===== src/rtl/sdram_port_arbiter_pkg.sv =====
// Shared types and codes for the SDRAM port arbiter.
// State encodings and owner codes used by the arbiter and its bench.
package sdram_port_arbiter_pkg;

    typedef enum logic [1:0] {
        ST_IDLE = 2'd0,
        ST_CPU  = 2'd1,
        ST_VID  = 2'd2
    } arb_state_e;

    localparam logic [1:0] OWN_IDLE = 2'b00;
    localparam logic [1:0] OWN_CPU  = 2'b01;
    localparam logic [1:0] OWN_VID  = 2'b10;

endpackage


===== src/rtl/sdram_port_arbiter.sv =====
// Shares one SDRAM controller port between CPU and video fetcher.
// Video has priority; a starvation counter bounds CPU wait.
module sdram_port_arbiter
    import sdram_port_arbiter_pkg::*;
#(
    parameter int ADDR_W     = 24,
    parameter int BURST_LEN  = 8,
    parameter int STARVE_MAX = 4
) (
    input  logic              clk_sdram,
    input  logic              rst,
    input  logic              cpu_req,
    input  logic              cpu_we,
    input  logic [ADDR_W-1:0] cpu_addr,
    input  logic [31:0]       cpu_wdata,
    input  logic [3:0]        cpu_be,
    output logic              cpu_ack,
    output logic [31:0]       cpu_rdata,
    input  logic              vid_req,
    input  logic [ADDR_W-1:0] vid_addr,
    output logic              vid_ack,
    output logic [31:0]       vid_rdata,
    output logic              vid_done,
    output logic              ctl_req,
    output logic              ctl_we,
    output logic [ADDR_W-1:0] ctl_addr,
    output logic [31:0]       ctl_wdata,
    output logic [3:0]        ctl_be,
    input  logic              ctl_ack,
    input  logic [31:0]       ctl_rdata,
    output logic [1:0]        owner
);

    localparam int BW = (BURST_LEN > 1) ? $clog2(BURST_LEN) : 1;
    localparam int SW = $clog2(STARVE_MAX + 1);
    localparam logic [BW-1:0] BEAT_LAST  = BW'(BURST_LEN - 1);
    localparam logic [SW-1:0] STARVE_TOP = SW'(STARVE_MAX);

    arb_state_e        state_q, state_d;
    logic              ctl_req_q, ctl_req_d;
    logic              ctl_we_q, ctl_we_d;
    logic [ADDR_W-1:0] ctl_addr_q, ctl_addr_d;
    logic [31:0]       ctl_wdata_q, ctl_wdata_d;
    logic [3:0]        ctl_be_q, ctl_be_d;
    logic              cpu_ack_q, cpu_ack_d;
    logic [31:0]       cpu_rdata_q, cpu_rdata_d;
    logic              vid_ack_q, vid_ack_d;
    logic [31:0]       vid_rdata_q, vid_rdata_d;
    logic              vid_done_q, vid_done_d;
    logic [1:0]        owner_q, owner_d;
    logic [BW-1:0]     beat_q, beat_d;
    logic [SW-1:0]     starve_q, starve_d;

    logic cpu_go;
    logic vid_go;
    logic vid_win;

    // A requester still completing this cycle cannot be regranted.
    // Video priority uses the raw request, so a held video request
    // keeps the slot through its own done cycle until starved out.
    assign cpu_go  = cpu_req && !cpu_ack_q;
    assign vid_go  = vid_req && !vid_ack_q && !vid_done_q;
    assign vid_win = vid_req && (!cpu_go || (starve_q < STARVE_TOP));

    // Next-state and registered-output computation.
    always_comb begin
        state_d     = state_q;
        ctl_req_d   = ctl_req_q;
        ctl_we_d    = ctl_we_q;
        ctl_addr_d  = ctl_addr_q;
        ctl_wdata_d = ctl_wdata_q;
        ctl_be_d    = ctl_be_q;
        cpu_rdata_d = cpu_rdata_q;
        vid_rdata_d = vid_rdata_q;
        owner_d     = owner_q;
        beat_d      = beat_q;
        starve_d    = starve_q;
        cpu_ack_d   = 1'b0;
        vid_ack_d   = 1'b0;
        vid_done_d  = 1'b0;
        unique case (state_q)
            ST_IDLE: begin
                if (!cpu_go) begin
                    starve_d = '0;
                end
                if (vid_win) begin
                    if (vid_go) begin
                        state_d    = ST_VID;
                        ctl_req_d  = 1'b1;
                        ctl_we_d   = 1'b0;
                        ctl_be_d   = 4'hF;
                        ctl_addr_d = vid_addr;
                        beat_d     = '0;
                        owner_d    = OWN_VID;
                        if (cpu_go && (starve_q != STARVE_TOP)) begin
                            starve_d = starve_q + SW'(1);
                        end
                    end
                end else if (cpu_go) begin
                    state_d     = ST_CPU;
                    ctl_req_d   = 1'b1;
                    ctl_we_d    = cpu_we;
                    ctl_addr_d  = cpu_addr;
                    ctl_wdata_d = cpu_wdata;
                    ctl_be_d    = cpu_be;
                    owner_d     = OWN_CPU;
                    starve_d    = '0;
                end
            end
            ST_CPU: begin
                if (ctl_ack) begin
                    cpu_rdata_d = ctl_rdata;
                    cpu_ack_d   = 1'b1;
                    ctl_req_d   = 1'b0;
                    owner_d     = OWN_IDLE;
                    state_d     = ST_IDLE;
                end
            end
            ST_VID: begin
                if (ctl_ack) begin
                    vid_rdata_d = ctl_rdata;
                    vid_ack_d   = 1'b1;
                    if (beat_q == BEAT_LAST) begin
                        vid_done_d = 1'b1;
                        ctl_req_d  = 1'b0;
                        owner_d    = OWN_IDLE;
                        state_d    = ST_IDLE;
                    end else begin
                        ctl_addr_d = ctl_addr_q + ADDR_W'(1);
                        beat_d     = beat_q + BW'(1);
                    end
                end
            end
            default: state_d = ST_IDLE;
        endcase
    end

    // State and output registers; reset abandons any access.
    always_ff @(posedge clk_sdram or posedge rst) begin
        if (rst) begin
            state_q     <= ST_IDLE;
            ctl_req_q   <= 1'b0;
            ctl_we_q    <= 1'b0;
            ctl_addr_q  <= '0;
            ctl_wdata_q <= '0;
            ctl_be_q    <= '0;
            cpu_ack_q   <= 1'b0;
            cpu_rdata_q <= '0;
            vid_ack_q   <= 1'b0;
            vid_rdata_q <= '0;
            vid_done_q  <= 1'b0;
            owner_q     <= OWN_IDLE;
            beat_q      <= '0;
            starve_q    <= '0;
        end else begin
            state_q     <= state_d;
            ctl_req_q   <= ctl_req_d;
            ctl_we_q    <= ctl_we_d;
            ctl_addr_q  <= ctl_addr_d;
            ctl_wdata_q <= ctl_wdata_d;
            ctl_be_q    <= ctl_be_d;
            cpu_ack_q   <= cpu_ack_d;
            cpu_rdata_q <= cpu_rdata_d;
            vid_ack_q   <= vid_ack_d;
            vid_rdata_q <= vid_rdata_d;
            vid_done_q  <= vid_done_d;
            owner_q     <= owner_d;
            beat_q      <= beat_d;
            starve_q    <= starve_d;
        end
    end

    assign ctl_req   = ctl_req_q;
    assign ctl_we    = ctl_we_q;
    assign ctl_addr  = ctl_addr_q;
    assign ctl_wdata = ctl_wdata_q;
    assign ctl_be    = ctl_be_q;
    assign cpu_ack   = cpu_ack_q;
    assign cpu_rdata = cpu_rdata_q;
    assign vid_ack   = vid_ack_q;
    assign vid_rdata = vid_rdata_q;
    assign vid_done  = vid_done_q;
    assign owner     = owner_q;

endmodule


===== config.mk =====
export PLATFORM = sky130hd
export DESIGN_NAME = sdram_port_arbiter
export DESIGN_NICKNAME = d
export VERILOG_FILES = /design/src/rtl/sdram_port_arbiter_pkg.sv /design/src/rtl/sdram_port_arbiter.sv
export SDC_FILE = /design/constraint.sdc
export NUM_CORES = 1
export LEC_CHECK = 0
export ABC_AREA = 1
export CORE_UTILIZATION = 48
export DETAILED_ROUTE_END_ITERATION = 6
export GPL_TIMING_DRIVEN = 1
export PLACE_DENSITY_LB_ADDON = 0.1
export RECOVER_POWER = 100
export SYNTH_ARGS = -nofsm -noshare
export SYNTH_HDL_FRONTEND = slang
export SYNTH_SLANG_ARGS = --single-unit
export TNS_END_PERCENT = 10

===== constraint.sdc =====
create_clock -name clk_sdram -period 9.1 [get_ports clk_sdram]
set_clock_uncertainty 0.05 [all_clocks]
set_input_delay 2.275 -clock clk_sdram [delete_from_list [all_inputs] [get_ports clk_sdram]]
set_output_delay 2.275 -clock clk_sdram [all_outputs]
set_load 0.03 [all_outputs]

==> results of run 1 <==
## cells in the final DEF (no fill, tap or decap)
master,count
nand3_1,38
xnor2_1,1
clkbuf_2,1
bufinv_16,3
o211ai_1,2
nand4_1,4
clkinvlp_2,2
xor2_1,2
clkbuf_8,3
diode_2,1
dfrtp_1,139
nand2_1,305
dlygate4sd3_1,134
o22ai_1,5
nand3_2,1
clkinvlp_4,3
clkinv_4,1
nor3_1,2
clkdlybuf4s50_1,118
a21oi_1,4
a22o_1,1
inv_1,88
o21bai_1,5
nor2_2,3
inv_6,1
o21ai_0,110
clkinv_2,2
o21ai_1,2
a31oi_1,1
clkbuf_16,17
o22a_1,4
or2_2,1
ha_1,9
a21boi_0,7
nor2_1,67
buf_4,1
inv_2,2
## flip-flops by register name, summed over array words and instances, names as in the netlist
name / cells
ctl_req: 1
cpu_rdata: 32
cpu_ack: 1
vid_done: 1
beat_q: 3
ctl_addr: 24
ctl_wdata: 32
owner: 2
ctl_we: 1
ctl_be: 4
state_q: 2
starve_q: 3
vid_rdata: 32
vid_ack: 1
## worst max-delay path, delay by kind of cell
family          cells  cell delay, ns
simple gates        5            1.95
buf+inv             3            2.60
compound gates      1            0.17
## worst min-delay path by stage
stage | from | endpoint | slack (ns) | cells past startpoint
floorplan | beat_q[1]$_DFFE_PP0P_ | beat_q[1]$_DFFE_PP0P_ | 0.41 | 2
global placement | ctl_wdata[9]$_DFFE_PP0P_ | ctl_wdata[9]$_DFFE_PP0P_ | 0.40 | 2
detailed placement | ctl_wdata[21]$_DFFE_PP0P_ | ctl_wdata[21]$_DFFE_PP0P_ | 0.41 | 2
CTS | ctl_wdata[21]$_DFFE_PP0P_ | ctl_wdata[21]$_DFFE_PP0P_ | 0.42 | 2
global route | ctl_wdata[22]$_DFFE_PP0P_ | ctl_wdata[22]$_DFFE_PP0P_ | 0.43 | 2
finish | ctl_wdata[22]$_DFFE_PP0P_ | ctl_wdata[22]$_DFFE_PP0P_ | 0.41 | 2
## where the power goes
group / leakage [nW] / switching (mW) / internal [mW]
combinational: 2.84 / 1.11 / 0.626
clock: 0.290 / 0.256 / 0.450
sequential: 1.72 / 0.194 / 0.904
total: 4.86 / 1.56 / 1.98
## layer usage
layer	track usage	routed length, um
met5	0	0
met3	0.0809	1300
met4	0.0847	242
met1	0.305	7290
met2	0.407	8170
## area by class of cell
cell class / instances / area share
diodes: 1 / 0.000257
clock buffers: 20 / 0.0479
clock inverters: 10 / 0.0144
inverters: 92 / 0.0357
multi-input cells: 574 / 0.263
flip-flops and latches: 139 / 0.357
well taps: 176 / 0.0226
repair buffers: 254 / 0.260
## per-stage QoR
step                      hold slack, ns  instances  power [mW]   util  cell area (um^2)
after floorplan                    0.407        839        2.20      -              6570
after global placement             0.403       1235        2.94  0.690              9180
after detailed placement           0.408       1235        2.96  0.690              9180
after CTS                          0.422       1265        3.68  0.736              9780
after global routing               0.428       1266        3.77  0.734              9750
final                              0.412       1266        3.54  0.734              9750
## logic make-up after synthesis
kind of cell / after synthesis
adder cells (fa/ha/maj): 9
buffers and inverters: 126
XOR/XNOR: 3
flip-flops: 139
AO/OA/AOI/OAI: 141
AND/OR/NAND/NOR: 421
==> summary.txt, run 1 <==
Floorplanning
  • Die H: 119 um
  • Chip width: between 100 and 150 um
  • Die area: 0.0142 mm^2
  • CORE AREA: around 0.013 mm^2
  • IO Pins: 253
  • Row cnt: 42
  • Initial Util: 0.494

Timing
  • RSZ-0062 raised after global routing: no
  • Setup_tns: 0 ns
  • PnR worst setup slack: 2.40 ns
  • Fmax: around 150 MHz
  • Period minus WS final: about 6.7 ns
  • Fin crit share: 0.737
  • Slew Limit Fails: 311
  • Final Hold Vio Count: 0
  • Tightest Pin Transition: 2.73 ns
  • Final Setup Violations: 0
  • Rel. slew slack: -0.831

Finish
  • Fillers: 1043
  • FF/Latch Area: 0.00348 mm^2
  • Layout cells sized above 1: 0.0376
  • Layout overhead on the synthesized area: 48.4%
  • Multi-input gate area: around 0.0026 mm^2
  • Nets: 1209

Min path
  • Worst hold path type: register to register

Global route
  • Vias in the first global route: 5839
  • Total grt overflow: 0
  • Largest net degree at the start of global routing: 76
  • Global Route Usage Sum: 0.248
  • Antenna violations before repair: 1
  • First-pass GRT wire length: 27.9 mm

Placement
  • Gpl congestion: ~0.87
  • Port-buffer cells: 252
  • Pre-CTS WS: 3.72 ns
  • HPWL after DPL: 11.7 mm

Route
  • DRT iter0 DRCs: 295
  • Wire per inst: 13.4 um
  • Via/cell ratio: 4.88
  • DRT antenna net count: 0
  • DRT Pass-1 Iters: 5
  • Detailed-route via count: around 6000
  • Number of remaining DRC errors: 0
  • Routed wire length: 17.0 mm

Critical path
  • Setup crit end kind: register
  • CP endpoint: ctl_addr[1]$_DFFE_PP0P_
  • CP Launch Type: primary input
  • Critical Path Fanout Max: 30
  • Critical setup path kind: primary input to register
  • CP cell instances: dlygate4sd3_1 -> nand3_1 -> nand2_1 -> clkinvlp_2 -> nand3_2 -> nand3_1 -> inv_1 -> o211ai_1 -> nand2_1
  • Worst r2r src: cpu_ack$_DFF_PP0_
  • CP arrival: 7.00 ns
  • Worst Setup SP: cpu_req
  • Slowest-stage cell, CP: clkinvlp_2
  • Reg2Reg Setup Slack: 4.38 ns
  • R2r worst-path depth: 9
  • R2r endpoint: ctl_addr[1]$_DFFE_PP0P_
  • Slowest stage delay, CP: 1.19 ns
  • Worst Path Required: about 9.4 ns

CTS
  • Clock buffer count from CTS: 17
  • Count of cells resized by post-cts repair: 0
  • CTS HTree Levels: 4
  • CTS tree: done
  • CTS clock-pin slew for the worst setup and hold paths: 0.06 ns
  • Hold bufs inserted after CTS: 0
  • Num Clock Sinks: between 100 and 150
  • Clk root buf: clkbuf_16
  • Clk Latency, worst-skew pair: 0.41 ns
  • Clock tree buffer depth: 2
  • Post-CTS setup buffer count: 0

Logic synthesis
  • Synth Instances: roughly 840
  • Post-synthesis sequential area ratio: 0.529
  • Post-synth EDFFs: 0
  • Syn Area/Cell: 7.83 um^2
  • Mapped cell area: 0.00657 mm^2
  • Compound-Gate Fraction of Synth Area: 0.118
  • Synth top cells by count: 304 x nand2_1, 139 x dfrtp_1, 110 x o21ai_0, 88 x inv_1, 66 x nor2_1
  • Synth Area in XOR/XNOR: 0.00400
  • Mux contribution to synthesized area: 0
  • Post-Syn Nets: 970
  • Synth Area in Adders: 0.0171
  • Ys flop type: dfrtp_1
  • Count leader, synth: nand2_1
  • YS warnings: 0
  • Synth Register Bits: 139
  • Largest family of logic cells by synthesized area: simple AND/OR/NAND/NOR gates
  • Simple logic cell fraction of the synthesized area: 0.254
  • Area share of the largest cell type after synthesis: 0.529
  • Post-synth ARST share: 1.00
  • Synth unique cells: 34
  • Top cell type by total area after synthesis: dfrtp_1
  • Synth top area cells: dfrtp_1 53%, nand2_1 17%, o21ai_0 8.4%

Outcome
  • Failing checks: max-capacitance violations, max-slew violations
  • Outcome: finished, violations left

Pwr
  • VDD IR max: 224 uV
  • PD cells: 363 mW/mm^2
  • Pleak: 4.86 nW

Job
  • Maxcap violations: 5
(Power assumes the default switching activity.)
==> run 2, diff against run 1 <==
Settings changed: CORE_UTILIZATION 48 to 40.
Clock period 9.1 ns to 5.4 ns, I/O delays scaled along.
==> run 2 against run 1 <==
The run still ends with max-capacitance violations, max-slew violations left; cell area increased by 0.51%; worst hold slack improved by 0.00099 ns; cell count increased by 3.5%; first-iteration DRC count decreased by 24%; global-route usage decreased by 2.9 points; sequential power increased by 68%; wire length increased by 6.2%; sequential share of layout area decreased by 0.18 points; combinational power increased by 70%; register-to-register slack got worse by 2.3 ns; clock-buffer cell count decreased by 2; critical path type unchanged.
==> summary.txt, run 2 (synthesized netlist as in run 1, its figures left out) <==
Placement
  • HPWL after DPL: 12.6 mm
  • Dpl cell area: 0.00925 mm^2
  • Placed Instances: between 1000 and 1500
  • Port-buffer cells: 252
  • Gpl congestion: 0.818

Critical path
  • CP arrival: about 4.5 ns
  • Slowest stage delay, CP: 0.87 ns
  • Critical path's top delay family: buffers and inverters
  • Critical Path Fanout Max: 36
  • Slowest-stage cell, CP: clkbuf_1
  • CP Launch Type: primary input
  • Worst Path Required: 5.66 ns
  • Critical setup path kind: primary input to register
  • CP cell instances: clkdlybuf4s50_1 -> nand3_1 -> nand2_1 -> clkbuf_1 -> nand2_2 -> nor2_4 -> inv_2 -> o22a_1
  • Setup crit end kind: register
  • Worst Path Buf+Inv: 3

Finish
  • Cell Count, Final, Fillers Out: 1310
  • Layout overhead on the synthesized area: 49.2%
  • Layout cells sized above 1: 0.0439
  • Design area: ~0.0098 mm^2
  • Nets: 1212
  • Commonest non-fill, non-tap cell in the layout: nand2_1
  • ANT cells: 0
  • Util after Layout: 0.615
  • Most frequent cells in the layout: 304 x nand2_1, 139 x dfrtp_1, 133 x dlygate4sd3_1

Route
  • Via/cell ratio: roughly 4.7
  • DRT antenna net count: 0
  • DRT Pass-1 Iters: 5
  • Wire per inst: 13.8 um
  • Routed wire length: 18.1 mm
  • DRT iter0 DRCs: 224
  • Detailed-route via count: 6165
  • Number of remaining DRC errors: 0

Pwr
  • Sequential power share: 0.311
  • Clk pwr share: 0.191
  • Sw Pwr: 2.70 mW
  • Sw Share: 0.455
  • Internal: 3.24 mW
  • Pleak: 4.86 nW
  • VDD IR max: about 360 uV
  • Combinational power share: 0.499
  • PD cells: 606 mW/mm^2

Timing
  • Fin crit share: 0.790
  • Rel. slew slack: -0.926
  • Final Hold Vio Count: 0
  • RSZ-0062 raised after global routing: no
  • Slew Limit Fails: 198
  • Fmax: 234 MHz
  • Period minus WS final: 4.27 ns
  • Hold_ws: 0.413 ns
  • Final Setup Violations: 0
  • Tightest Pin Transition: 2.87 ns
  • Setup_tns: 0 ns

Floorplanning
  • Chip width: 130 um
  • Die area: 0.0169 mm^2
  • Die H: 130 um
  • Initial Util: 0.412
  • CORE AREA: 0.0159 mm^2
  • IO Pins: 253
  • Row cnt: 46

Global route
  • Vias in the first global route: roughly 5800
  • Antenna violations before repair: 1
  • First-pass GRT wire length: 28.6 mm
  • Global Route Usage Sum: 0.218
  • Total grt overflow: 0
  • Largest net degree at the start of global routing: 67

CTS
  • Post-CTS setup buffer count: 0
  • Hold bufs inserted after CTS: 0
  • Clock tree buffer depth: 2
  • Num Clock Sinks: between 100 and 150
  • Clock buffer count from CTS: 17
  • CTS clock-pin slew for the worst setup and hold paths: 0.06 ns
  • CTS tree: done
  • Clk Latency, worst-skew pair: 0.42 ns
  • Clk root buf: clkbuf_16
  • CTS HTree Levels: 4
  • Count of cells resized by post-cts repair: 0

Outcome
  • Outcome: finished, violations left
  • Failing checks: max-capacitance violations, max-slew violations

Min path
  • Worst hold path type: register to register

Job
  • Maxcap violations: 3
## run 2: cell types whose count changed in the layout (fill, tap and decap cells not counted), sizes merged
cell | before | now
diode | 1 | 0
inv | 91 | 96
clkbuf | 21 | 20
clkdlybuf4s50 | 118 | 119
buf | 1 | 3
clkinvlp | 5 | 4
bufinv | 3 | 1
dlygate4sd3 | 134 | 133
clkinv | 3 | 5
## run 2: worst paths after layout
path                                               start                   endpoint  slack (ns)  cells past startpoint
worst min register to register  ctl_wdata[1]$_DFFE_PP0P_   ctl_wdata[1]$_DFFE_PP0P_        0.41                      2
worst max-delay path                             cpu_req      ctl_be[1]$_DFFE_PP0P_        1.13                      8
max in group asynchronous                            rst   ctl_wdata[2]$_DFFE_PP0P_        1.61                      3
worst min-delay path            ctl_wdata[1]$_DFFE_PP0P_   ctl_wdata[1]$_DFFE_PP0P_        0.41                      2
min in group asynchronous                            rst  cpu_rdata[22]$_DFFE_PP0P_        2.16                      2
worst max register to register         cpu_ack$_DFF_PP0_      ctl_be[1]$_DFFE_PP0P_        2.10                      8
## run 2: power by group through the flow
stage	clock network (mW)	logic [mW]	registers (mW)
4_1_cts	1.16	3.17	1.87
5_1_grt	1.20	3.25	1.92
3_5_place_dp	0	3.16	1.87
3_3_place_gp	0	3.11	1.87
2_1_floorplan	0	0.977	2.74
6_report	1.13	2.96	1.85
## run 2: worst min-delay path, cell delays in order, from the launching register on
cell and delay (ns):
dfrtp_1 0.34, nand2_1 0.05, nand2_1 0.04
## run 2: final cells by class
| type | count | area (um^2) |
|---|---|---|
| flip-flops and latches | 139 | 3480 |
| repair buffers | 257 | 2550 |
| inverters | 92 | 348 |
| fillers | 1471 | 6140 |
| well taps | 216 | 270 |
| clock inverters | 14 | 136 |
| multi-input cells | 574 | 2580 |
| clock buffers | 18 | 439 |
## run 2: metrics by stage
stage               setup slack, ns  power (mW)
global route                  0.838        6.37
CTS                            1.72        6.19
floorplan                     0.275        3.71
detailed placement             1.28        5.03
global placement               1.34        4.98
finish                         1.13        5.94
## run 2: metal layers
layer,GRT usage,vias up,routed length [um]
met5,0,-,13
met4,0.0896,2,367
met3,0.0742,29,1480
met2,0.356,184,8670
met1,0.263,2830,7520
li1,-,3120,-
